$ cat config.mk
export PLATFORM = sky130hd
export DESIGN_NAME = ctrl_burst_data
export DESIGN_NICKNAME = d
export VERILOG_FILES = /design/src/rtl/ctrl_burst_data.sv
export SDC_FILE = /design/constraint.sdc
export NUM_CORES = 1
export LEC_CHECK = 0
export BUFFER_PORTS_ARGS = -buffer_cell sky130_fd_sc_hd__buf_2
export CAP_MARGIN = 20
export CORE_MARGIN = 1
export CORE_UTILIZATION = 53
export CTS_CLUSTER_SIZE = 10
export DETAILED_ROUTE_END_ITERATION = 6
export PLACE_DENSITY = 0.81
export SLEW_MARGIN = 30
export SYNTH_ARGS = -nofsm -noshare
export SYNTH_HDL_FRONTEND = slang
export SYNTH_SLANG_ARGS = --single-unit
export TNS_END_PERCENT = 30
$ cat constraint.sdc
create_clock -name CK_t -period 4.4 [get_ports CK_t]
set_input_delay 0.88 -clock CK_t [delete_from_list [all_inputs] [get_ports CK_t]]
set_output_delay 0.88 -clock CK_t [all_outputs]
set_load 0.01 [all_outputs]
$ cat src/rtl/ctrl_burst_data.sv
// Data-burst timing stage behind the CAS controller: queues CAS commands and opens rd/wr windows at RL/WL.
// Optional WR_CRC_EN: write bursts carry one extra CRC clock (BL/2+1 clocks).
//   state   | meaning
//   D_IDLE  | queue empty, no burst
//   D_WAIT  | head queued, waiting for its start stamp
//   D_BURST | window open, beat_idx counting
module ctrl_burst_data #(
  parameter int Q_DEPTH = 4,
  parameter int TS_W    = 8
) (
  input  logic       CK_t,
  input  logic       reset_n,
  input  logic       cas_rdy,
  input  logic [2:0] cas_req,
  input  logic [4:0] CL,
  input  logic [4:0] AL,
  input  logic [4:0] CWL,
  input  logic [4:0] BL,
  output logic       rd_en,
  output logic       wr_en,
  output logic [2:0] beat_idx,
  output logic       rw_done,
  output logic       auto_pre,
  output logic       data_idle,
  output logic       q_full,
  output logic       cmd_overflow,
  output logic       data_conflict
);

  localparam logic [2:0] RD_R  = 3'd1;
  localparam logic [2:0] RDA_R = 3'd2;
  localparam logic [2:0] WR_R  = 3'd3;
  localparam logic [2:0] WRA_R = 3'd4;
  localparam int PTR_W = (Q_DEPTH > 1) ? $clog2(Q_DEPTH) : 1;
  localparam int CNT_W = $clog2(Q_DEPTH + 1);

  typedef enum logic [1:0] {D_IDLE, D_WAIT, D_BURST} state_t;

  state_t            r_state, w_state_nxt;
  logic [TS_W-1:0]   r_stamp;
  logic [PTR_W-1:0]  r_rd_ptr, r_wr_ptr;
  logic [CNT_W-1:0]  r_cnt, w_cnt_nxt;
  logic [TS_W-1:0]   r_q_start [Q_DEPTH];
  logic              r_q_wr    [Q_DEPTH];
  logic              r_q_ap    [Q_DEPTH];
  logic [2:0]        r_q_last  [Q_DEPTH];
  logic              r_act_wr, r_act_ap;
  logic [2:0]        r_act_last;

  logic              w_legal, w_req, w_full, w_push, w_pop, w_ovf, w_is_wr, w_is_ap;
  logic [5:0]        w_lat_raw, w_lat;
  logic [TS_W-1:0]   w_new_start, w_diff;
  logic [2:0]        w_new_last, w_beat_nxt;
  logic              w_nonempty, w_late, w_due, w_start, w_conf;
  logic              w_rd_nxt, w_wr_nxt, w_done_nxt, w_ap_nxt;

  function automatic logic [PTR_W-1:0] ptr_inc(input logic [PTR_W-1:0] p);
    if (p == PTR_W'(Q_DEPTH - 1)) return '0;
    return p + 1'b1;
  endfunction

  assign w_legal     = (cas_req == RD_R) || (cas_req == RDA_R) || (cas_req == WR_R) || (cas_req == WRA_R);
  assign w_req       = cas_rdy && w_legal;
  assign w_full      = (r_cnt == CNT_W'(Q_DEPTH));
  assign w_push      = w_req && (!w_full || w_pop);
  assign w_ovf       = w_req && w_full && !w_pop;
  assign w_is_wr     = (cas_req == WR_R) || (cas_req == WRA_R);
  assign w_is_ap     = (cas_req == RDA_R) || (cas_req == WRA_R);
  assign w_lat_raw   = {1'b0, AL} + {1'b0, (w_is_wr ? CWL : CL)};
  assign w_lat       = (w_lat_raw < 6'd2) ? 6'd2 : w_lat_raw;
  assign w_new_start = r_stamp + TS_W'(w_lat);
`ifdef WR_CRC_EN
  assign w_new_last  = (BL == 5'd4) ? (w_is_wr ? 3'd2 : 3'd1) : (w_is_wr ? 3'd4 : 3'd3);
`else
  assign w_new_last  = (BL == 5'd4) ? 3'd1 : 3'd3;
`endif
  assign w_cnt_nxt   = r_cnt + CNT_W'(w_push) - CNT_W'(w_pop);

  // Modulo distance to the head's start; MSB set means the start is already behind us.
  assign w_nonempty  = (r_cnt != '0);
  assign w_diff      = r_q_start[r_rd_ptr] - r_stamp;
  assign w_late      = w_diff[TS_W-1];
  assign w_due       = (w_diff == '0) || w_late;

  always_comb begin
    w_state_nxt = r_state;
    w_beat_nxt  = '0;
    w_rd_nxt    = 1'b0;
    w_wr_nxt    = 1'b0;
    w_done_nxt  = 1'b0;
    w_ap_nxt    = 1'b0;
    w_pop       = 1'b0;
    w_start     = 1'b0;
    w_conf      = 1'b0;
    case (r_state)
      D_IDLE: if (w_nonempty) w_state_nxt = D_WAIT;
      D_WAIT: begin
        if (!w_nonempty) w_state_nxt = D_IDLE;
        else if (w_due) begin
          w_start = 1'b1;
          w_conf  = w_late;
        end
      end
      D_BURST: begin
        if (r_beat_ne_last()) begin
          w_beat_nxt = beat_idx + 3'd1;
          w_rd_nxt   = !r_act_wr;
          w_wr_nxt   = r_act_wr;
          if (w_beat_nxt == r_act_last) begin
            w_done_nxt = 1'b1;
            w_ap_nxt   = r_act_ap;
            w_pop      = 1'b1;
          end
        end else if (w_nonempty && w_due) begin
          w_start = 1'b1;
          w_conf  = w_late;
        end else if (w_nonempty) w_state_nxt = D_WAIT;
        else w_state_nxt = D_IDLE;
      end
      default: w_state_nxt = D_IDLE;
    endcase
    if (w_start) begin
      w_state_nxt = D_BURST;
      w_beat_nxt  = '0;
      w_rd_nxt    = !r_q_wr[r_rd_ptr];
      w_wr_nxt    = r_q_wr[r_rd_ptr];
      if (r_q_last[r_rd_ptr] == 3'd0) begin
        w_done_nxt = 1'b1;
        w_ap_nxt   = r_q_ap[r_rd_ptr];
        w_pop      = 1'b1;
      end
    end
  end

  function automatic logic r_beat_ne_last();
    return beat_idx != r_act_last;
  endfunction

  always_ff @(posedge CK_t) begin
    if (w_push) begin
      r_q_start[r_wr_ptr] <= w_new_start;
      r_q_wr[r_wr_ptr]    <= w_is_wr;
      r_q_ap[r_wr_ptr]    <= w_is_ap;
      r_q_last[r_wr_ptr]  <= w_new_last;
    end
  end

  always_ff @(posedge CK_t) begin
    if (!reset_n) begin
      r_state       <= D_IDLE;
      r_stamp       <= '0;
      r_rd_ptr      <= '0;
      r_wr_ptr      <= '0;
      r_cnt         <= '0;
      r_act_wr      <= 1'b0;
      r_act_ap      <= 1'b0;
      r_act_last    <= '0;
      rd_en         <= 1'b0;
      wr_en         <= 1'b0;
      beat_idx      <= '0;
      rw_done       <= 1'b0;
      auto_pre      <= 1'b0;
      data_idle     <= 1'b1;
      q_full        <= 1'b0;
      cmd_overflow  <= 1'b0;
      data_conflict <= 1'b0;
    end else begin
      r_state       <= w_state_nxt;
      r_stamp       <= r_stamp + 1'b1;
      r_cnt         <= w_cnt_nxt;
      if (w_push) r_wr_ptr <= ptr_inc(r_wr_ptr);
      if (w_pop)  r_rd_ptr <= ptr_inc(r_rd_ptr);
      if (w_start) begin
        r_act_wr   <= r_q_wr[r_rd_ptr];
        r_act_ap   <= r_q_ap[r_rd_ptr];
        r_act_last <= r_q_last[r_rd_ptr];
      end
      rd_en         <= w_rd_nxt;
      wr_en         <= w_wr_nxt;
      beat_idx      <= w_beat_nxt;
      rw_done       <= w_done_nxt;
      auto_pre      <= w_ap_nxt;
      data_idle     <= (w_cnt_nxt == '0) && (w_state_nxt == D_IDLE);
      q_full        <= (w_cnt_nxt == CNT_W'(Q_DEPTH));
      cmd_overflow  <= cmd_overflow | w_ovf;
      data_conflict <= data_conflict | w_conf;
    end
  end

endmodule

## Word-level counts from Yosys, hierarchy flattened

Memories as Yosys holds them, arrays and structs flattened. A register that Yosys moved wholly into a read port is not among the register bits.
Cells that the tools add are included.
Widths: inputs -> output; s select.

- Register bits: 33
- Bits in latches: 0
- Bits in writable memories: 48
- Bits in read-only memories: 0
- Logic and storage cells: 129
- Memories kept: 4

- Add/subtract/negate cells: 9
- Multipliers: 0
- Div/mod/pow operators: 0
- $lt $le $gt $ge: 1
- Equality and inequality tests: 13
- Shift operators: 0
- Mux-type cells: 56
- Bitwise operators: 5
- Reductions and logical operators: 24

Memories:

| memory | words | bits a word | read ports | clocked after memory_dff | write ports | line | source |
|---|---|---|---|---|---|---|---|
| r_q_start | 4 | 8 | 1 | 1 | 1 | 43 | `logic [TS_W-1:0] r_q_start [Q_DEPTH];` |
| r_q_last | 4 | 2 | 1 | 1 | 1 | 46 | `logic [2:0] r_q_last [Q_DEPTH];` |
| r_q_ap | 4 | 1 | 1 | 1 | 1 | 45 | `logic r_q_ap [Q_DEPTH];` |
| r_q_wr | 4 | 1 | 1 | 1 | 1 | 44 | `logic r_q_wr [Q_DEPTH];` |

Operator list:

| operator | count |
|---|---|
| $mux 2 | 18 |
| $mux 1 | 33 |
| $eq 3x3->1 const B | 3 |
| $add 8x1->8 const B | 1 |
| $add 8x6->8 | 1 |
| $logic_not 8->1 | 1 |
| $sub 8x8->8 | 1 |
| $logic_or 1x1->1 | 7 |
| $add 5x5->6 | 1 |
| $eq 2x2->1 const B | 3 |
| $eq 3x2->1 const B | 2 |
| $logic_and 1x1->1 | 6 |
| $logic_not 3->1 | 2 |
| $lt 6x2->1 const B | 1 |
| $mux 6 | 1 |
| $pmux 2 s3 | 1 |
| $eq 5x3->1 const B | 1 |
| $mux 5 | 1 |
| $add 2x1->2 const B | 2 |
| $logic_not 1->1 | 4 |
| $logic_not 2->1 | 2 |
| $pmux 1 s2 | 2 |
| $reduce_or 4->1 | 1 |
| $add 3x1->3 | 1 |
| other kinds (9) | 12 |

## Depth between registers and ports, before layout

Gate-level depths: netlist of run 1.

- Depth after elaboration: 14
- Depth in mapped cells: 21
- Mapped depth without buffers: 21

## Least setup slack after synthesis of run 1

Ideal clock, no wire load.

- Kind: input-to-reg
- Start point: in cas_req[1]
- End point: mem r_q_start[0][7], data pin
- Setup time: 0.273 ns
- Data arrival time: 4.382 ns
- Required time: 4.127 ns
- Path slack: -0.255 ns
- Stages on the path: 20
- Buffers on the path: 0
- Path through: nor2_1 > nand2_1 > o21ai_1 > mux2_2 > ha_1 > fa_1 > a21o_1 > a21oi_1 > xnor2_1 > nor4_1 > nand2_1 > and2_1 > ha_1 > a21o_1 > a21oi_1 > o21bai_1 > a21oi_1 > nor2b_1 > o21ai_0 > xnor2_1

- Cells in the longest elaborated chain, start to end: 7
- Elaborated cells between the ends (all ways): 8
- Classes of those cells: add/sub (2); order compare (1); eq/ne (2); mux (2); reduce/logical (1)

Ends and longest elaborated chain:

| what | line | source |
|---|---|---|
| start, declared | 14 | `input logic [2:0] cas_req,` |
| $eq 3x2->1 or $eq 3x3->1 (tied branches) | 67 | `assign w_is_wr = (cas_req == WR_R) \|\| (cas_req == WRA_R);` |
| $logic_or 1x1->1 (*) | 67 |  |
| via w_is_wr | 50 | `logic w_legal, w_req, w_full, w_push, w_pop, w_ovf, w_is_wr, w_is_ap;` |
| $mux 5 (*) | 69 | `assign w_lat_raw = {1'b0, AL} + {1'b0, (w_is_wr ? CWL : CL)};` |
| $add 5x5->6 (*) | 69 |  |
| $lt 6x2->1 | 70 | `assign w_lat = (w_lat_raw < 6'd2) ? 6'd2 : w_lat_raw;` |
| $mux 6 (*) | 70 |  |
| $add 8x6->8 (*) | 71 | `assign w_new_start = r_stamp + TS_W'(w_lat);` |
| via w_new_start[7] | 52 | `logic [TS_W-1:0] w_new_start, w_diff;` |
| end, declared | 43 |  |

The timed path passes the listed nets; every way through them passes the cells marked *.

## Worst setup path after layout of run 1

- Start point: in cas_req[1]
- End point: mem r_q_start[3][7], data pin

The elaborated chain is that of the path after synthesis.

==> impl_metrics.py, run 1 <==
metrics = {
    "outcome": {
        "status": "completed",
    },
    "hold_path": {
        "hold_end": "data_conflict",
        "min_from": "data_conflict",
        "hold_depth": 2,
        "hold_class": "reg2reg",
    },
    "floorplan": {
        "rows": 31,
        "die_area_um2": 7870,
        "coreArea_um2": 7250,
        "die_width_um": 88.7,
        "die_y_um": 88.7,
        "io_pins": 37,
        "initial_core_util_pct": 54.9,
    },
    "setup_path": {
        "cp_cell_sequence": "buf_4 -> nor2_4 -> nand2_2 -> o21ai_4 -> mux2_4 -> ha_2 -> fa_2 -> a21o_1 -> a21oi_2 -> xnor2_2 -> nor4_2 -> nand2_1 -> buf_4 -> nand2b_1 -> ha_1 -> a21o_1 -> a21oi_2 -> o21bai_1 -> a21oi_2 -> nor2b_1 -> o21ai_2 -> xnor2_2",
        "critPathRequiredTime_ps": 4470,
        "crit_top_cell": "a21oi_2",
        "r2r_setup_slack_ps": 820,
        "rr_worst_depth": 12,
        "max_stage_delay_ps": 350,
        "cp-end-kind": "flip-flop",
        "path_buf_inv": 2,
        "cpLargestDelayFamily": "compound AO/OA/AOI/OAI gates",
        "cpMaxStageDelayCell": "fa_2",
        "worstReg2RegEnd": "data_idle",
        "worstSetupPathType": "in2reg",
        "critPathLaunchType": "primary input",
        "worst_ep_arrival_time_ps": 4370,
        "cp_max_fo": 4,
    },
    "layout": {
        "final_util_pct": 64.6,
        "layout-area-overhead-vs-synth_pct": 17.5,
        "final_layout_size_suffix_gt1_share_pct": 28.0,
        "antenna_cells": 0,
        "layout.nets": 452,
        "most-common-layout-cells": "44 x edfxtp_1, 34 x dfxtp_1, 34 x buf_2",
        "final_common_cell": "edfxtp_1",
    },
    "drt": {
        "first_pass_iters": 4,
        "dr_total_vias": 2630,
        "drt_iter0_drc": 174,
        "ant_nets": 0,
        "drc": 0,
        "wl_um": 7650,
        "wl_per_cell_um": 15.5,
        "vias_per_cell": 5.31,
    },
    "place": {
        "hpwl_um": 5650,
        "gp_congestion": 0.791,
        "preCtsSetupSlack_ps": -345,
        "port-buffer-count": 36,
    },
    "power": {
        "p_leak_nw": 1.89,
        "cellPowerDensity_nw_per_um2": 356,
        "peakVddDrop_mv": 0.174,
    },
    "yosys": {
        "synth_nets": 391,
        "ys_types": 47,
        "syn_inst": 330,
        "yosysWarnings": 0,
        "synth-seq-area-share_pct": 50.2,
        "synth_ff_type": "edfxtp_1",
        "synth-edff-count": 44,
        "syn_area_um2": 3990,
        "avgSynthCellArea_um2": 12.1,
        "async_flop_share_pct": 0,
        "synth-seq-cells": 78,
    },
    "timing": {
        "clock.fmax_ghz": 0.233,
        "tightest_slew_ps": 798,
        "fin_hold_ws_ps": 444,
        "worst_slack_ps": 108,
        "post-route-period-util_pct": 97.5,
        "slew_headroom_pct": 46.5,
        "period_needed_ps": 4290,
        "finalSetupViolCount": 0,
        "skew_ps": 14.8,
        "hold_viol": 0,
        "final_max_slew_viol_count": 0,
    },
    "clock_network": {
        "cts_buffers": 9,
        "htree_levels": 3,
        "tritoncts": "done",
        "cts_sinks": 78,
        "clk_pin_slew_ps": 70,
        "clk_latency_ps": 340,
        "cts_root_buf": "clkbuf_8",
        "clockBufferDepth": 2,
    },
    "flow_run": {
        "maxCapViolCount": 0,
    },
    "grt": {
        "grt_pass1_vias": 2578,
        "grt_pass1_wl_um": 11800,
        "antenna_found_initial": 0,
        "grt_util_met2_pct": 34.6,
        "top_usage_layer": "met2",
        "grt_max_degree": 27,
        "met1_usage_pct": 25.8,
        "grt-ovfl-total": 0,
        "grt.total_usage_pct": 20.7,
        "met3_usage_pct": 5.13,
    },
}
[synthesized netlist by cell type, types with 2 or more instances]
| cell type | count | area (um2) |
|---|---|---|
| xnor2_1 | 20 | 175 |
| o211ai_1 | 2 | 15.0 |
| nand2_1 | 14 | 52.6 |
| xor2_1 | 6 | 52.6 |
| a21oi_1 | 22 | 110 |
| dfxtp_1 | 34 | 681 |
| clkbuf_1 | 3 | 11.3 |
| a21o_1 | 4 | 30.0 |
| nand2b_1 | 4 | 25.0 |
| ha_1 | 31 | 388 |
| mux2_2 | 5 | 56.3 |
| nor2b_1 | 5 | 31.3 |
| edfxtp_1 | 44 | 1320 |
| nor4_1 | 4 | 25.0 |
| or3_1 | 2 | 12.5 |
| o21bai_1 | 3 | 22.5 |
| nor3_1 | 3 | 15.0 |
| o21ai_0 | 5 | 25.0 |
| nand4_1 | 2 | 12.5 |
| nand3b_1 | 3 | 22.5 |
| nand3_1 | 6 | 30.0 |
| fa_1 | 4 | 80.1 |
| mux2i_1 | 5 | 50.1 |
| a211oi_1 | 2 | 15.0 |
| o31ai_1 | 2 | 15.0 |
| and2_1 | 12 | 75.1 |
| nor2_1 | 29 | 109 |
| inv_1 | 25 | 93.8 |
| mux4_2 | 11 | 248 |
[state kept, by name, summed over array words and instances (netlist names), named ones only]
signal         cells
auto_pre           1
beat_idx           3
cmd_overflow       1
data_conflict      1
data_idle          1
q_full             1
r_act_ap           1
r_act_last         2
r_act_wr           1
r_cnt              3
r_q_ap             4
r_q_last           4
r_q_start         32
r_q_wr             4
r_rd_ptr           2
r_stamp            8
r_state            2
r_wr_ptr           2
rd_en              1
rw_done            1
wr_en              1
[tightest hold or removal path: cells and delay by family (launching register included)]
kind | cells | cell delay, ps
compound gates | 1 | 50
buf+inv | 1 | 40
flops | 1 | 310
[metrics by stage]
step / instances / TNS, ps / total power [mW] / cell area, um2
6_report: 495 / 0 / 1.67 / 4680
3_5_place_dp: 476 / -4260 / 1.19 / 4400
3_3_place_gp: 476 / -1020 / 1.17 / 4400
5_1_grt: 495 / -1450 / 1.75 / 4680
4_1_cts: 492 / 0 / 1.65 / 4570
2_1_floorplan: 330 / 0 / 1.08 / 4010
[cell families after synthesis]
kind of cell	share of synthesized area [%]
AND/OR/NAND/NOR	11.8
flip-flops	50.2
XOR/XNOR	5.71
AO/OA/AOI/OAI	8.48
adder cells (fa/ha/maj)	11.7
multiplexers	8.89
buffers and inverters	3.11
[area by class of cell]
class | instances | area (um2)
flip-flops and latches | 78 | 2000
repair buffers | 55 | 332
well taps | 99 | 124
fillers | 542 | 2570
multi-input cells | 221 | 1960
inverters | 26 | 97.6
clock buffers | 14 | 156
clock inverters | 2 | 10.0
[what timing repair did]
action / 4_1_cts / 5_1_grt
gates cloned: 0 / 0
buffers inserted: 0 / 3
hold buffers: 0 / 0
pin swaps: 2 / 10
gates resized for setup: 1 / 22
setup endpoints to repair: 4 / 16
[report_power, final]
group | switching (mW) | total, mW | internal, mW
combinational | 0.193 | 0.355 | 0.162
clock | 0.243 | 0.469 | 0.226
sequential | 0.0176 | 0.841 | 0.824
total | 0.453 | 1.67 | 1.21
[layer usage]
metal / up-vias / wire [um] / part of all wire [%]
met5: - / 0 / 0
met4: 0 / 127 / 1.7
met3: 11 / 288 / 3.8
met2: 51 / 3870 / 51
met1: 1267 / 3370 / 44
li1: 1301 / - / -
[worst max path at each step]
stage,start,to,slack [ps],depth (start not counted)
5_1_grt,cas_req[1],r_q_start[1][6],-130,22
6_report,cas_req[1],r_q_start[3][7],110,22
2_1_floorplan,cas_req[1],r_q_start[0][6],20,21
3_3_place_gp,cas_req[1],r_q_start[0][6],-140,22
3_5_place_dp,cas_req[1],r_q_start[2][6],-350,22
4_1_cts,cas_req[1],r_q_start[1][6],2,22
Note: power is estimated with default switching activity, not from simulation.
==> run 2: changes to the inputs <==
SETUP_SLACK_MARGIN = 0.5   (was unset)
==> run 2 against run 1 <==
Compared with the run above:
- wire length increased by 5.0%
- utilization up 2.0 points
- power increased by 7.4%
- largest power group unchanged
- first-iteration DRC count is 39% higher
- final area up 3.1%
- critical endpoint is now r_q_start[1][6]
==> impl_metrics.py, run 2 (synthesis gave the netlist of run 1 again) <==
metrics = {
    "clock_network": {
        "clk_pin_slew_ps": 80,
        "cts_sinks": 78,
        "tritoncts": "done",
        "cts_buffers": 9,
        "clk_latency_ps": 350,
        "clockBufferDepth": 2,
        "htree_levels": 3,
        "cts_root_buf": "clkbuf_8",
        "holdBufCountCts": 0,
    },
    "layout": {
        "layout.cells.non_filler": 500,
        "largest_register_ffs": 32,
        "layout-area-overhead-vs-synth_pct": 21.1,
        "n_fill_cell": 523,
        "final_layout_size_suffix_gt1_share_pct": 30.2,
        "layout.nets": 457,
        "most-common-layout-cells": "44 x edfxtp_1, 34 x dfxtp_1, 34 x buf_2",
        "seqCellArea_um2": 2000,
        "multi_input_area_um2": 1990,
        "antenna_cells": 0,
        "final_common_cell": "edfxtp_1",
        "largest-register": "r_q_start",
        "reg_top3": "r_q_start: 32 flops, r_stamp: 8 flops",
    },
    "hold_path": {
        "hold_class": "reg2reg",
    },
    "drt": {
        "vias_per_cell": 5.43,
        "drc": 0,
        "first_pass_iters": 4,
        "wl_per_cell_um": 16.1,
        "ant_nets": 0,
        "wl_um": 8030,
        "dr_total_vias": 2715,
        "drt_iter0_drc": 241,
    },
    "floorplan": {
        "rows": 31,
        "die_area_um2": 7870,
        "initial_core_util_pct": 54.9,
        "io_pins": 37,
        "die_y_um": 88.7,
        "die_width_um": 88.7,
        "coreArea_um2": 7250,
    },
    "timing": {
        "tightest_slew_ps": 794,
        "clock.fmax_ghz": 0.231,
        "fin_hold_ws_ps": 455,
        "final_max_slew_viol_count": 0,
        "hold_viol": 0,
        "rsz0062_at_grt": "true",
        "fin_setup_tns_ps": 0,
        "finalSetupViolCount": 0,
        "period_needed_ps": 4320,
        "slew_headroom_pct": 46.7,
        "post-route-period-util_pct": 98.2,
        "skew_ps": 10.3,
    },
    "setup_path": {
        "critPathLaunchType": "primary input",
        "critPathRequiredTime_ps": 4490,
        "cp_max_fo": 4,
        "cp-end-kind": "flip-flop",
        "worst_ep_arrival_time_ps": 4410,
        "worstSetupPathType": "in2reg",
    },
    "grt": {
        "grt-ovfl-total": 0,
        "grt_pass1_wl_um": 12200,
        "antenna_found_initial": 0,
        "grt.total_usage_pct": 21.5,
        "grt_max_degree": 27,
        "grt_pass1_vias": 2609,
    },
    "power": {
        "p_leak_nw": 1.96,
        "cellPowerDensity_nw_per_um2": 371,
        "peakVddDrop_mv": 0.217,
    },
    "place": {
        "placed_cells": 475,
        "hpwl_um": 5750,
        "gp_congestion": 0.842,
        "port-buffer-count": 36,
    },
    "outcome": {
        "status": "completed",
    },
    "flow_run": {
        "maxCapViolCount": 0,
    },
}
[run 2: repair_timing]
action / CTS / global route
pin swaps: 15 / 15
buffers inserted: 7 / 2
resized for setup: 13 / 6
endpoints found under the setup margin: 20 / 27
[run 2: path summary, 6_finish.rpt]
check / to / slack, ps / from / cells past startpoint
max reg2reg: r_act_last[1] / 680 / flip-flop / 12
max: r_q_start[1][6] / 80 / cas_req[1] / 22
min: data_conflict / 460 / data_conflict / 2
min reg2reg: data_conflict / 460 / data_conflict / 2
[run 2: area by class of cell]
type                       count  area share [%]
multi-input combinational    221            41.2
tap                           99            2.57
sequential                    78            41.5
clock inverter                 4           0.622
inverter                      26            2.02
clock buffer                  12            4.12
timing repair buffer          60            7.96
[run 2: per-stage QoR]
| step | worst slack [ps] | instance area, um2 | utilization, % | total power, mW |
|---|---|---|---|---|
| floorplan | 151 | 4050 | - | 1.08 |
| global placement | -53.3 | 4440 | 61.2 | 1.18 |
| detailed placement | -168 | 4440 | 61.2 | 1.19 |
| CTS | 336 | 4780 | 65.8 | 1.78 |
| global route | -66.5 | 4830 | 66.5 | 1.87 |
| finish | 78.3 | 4830 | 66.5 | 1.79 |
[run 2: report_power, final]
part / total, mW / internal [mW] / switching, mW
Combinational: 0.367 / 0.172 / 0.196
Sequential: 0.842 / 0.824 / 0.0180
Clock: 0.579 / 0.311 / 0.268
[run 2: routing by layer]
metal	track usage (%)	wire length (um)	share of wire (%)
met2	37.3	4270	53
met3	3.08	392	4.9
met1	26.2	3240	40
met5	0	0	0
met4	10.9	127	1.6
[run 2: critical path, stage by stage]
cell      delay [ps]
buf_8            110
nor2_4           110
nand2_2           70
o21ai_4          100
mux2_4           340
ha_4             170
fa_2             360
a21o_1           190
a21oi_2          160
xnor2_2           90
nor4_1           330
nand2_1          130
and2_4           170
ha_4             160
inv_2             50
fa_2             210
inv_2             40
a21oi_2          130
o21bai_1         130
a21o_1           190
a21oi_2          160
xnor2_2          120
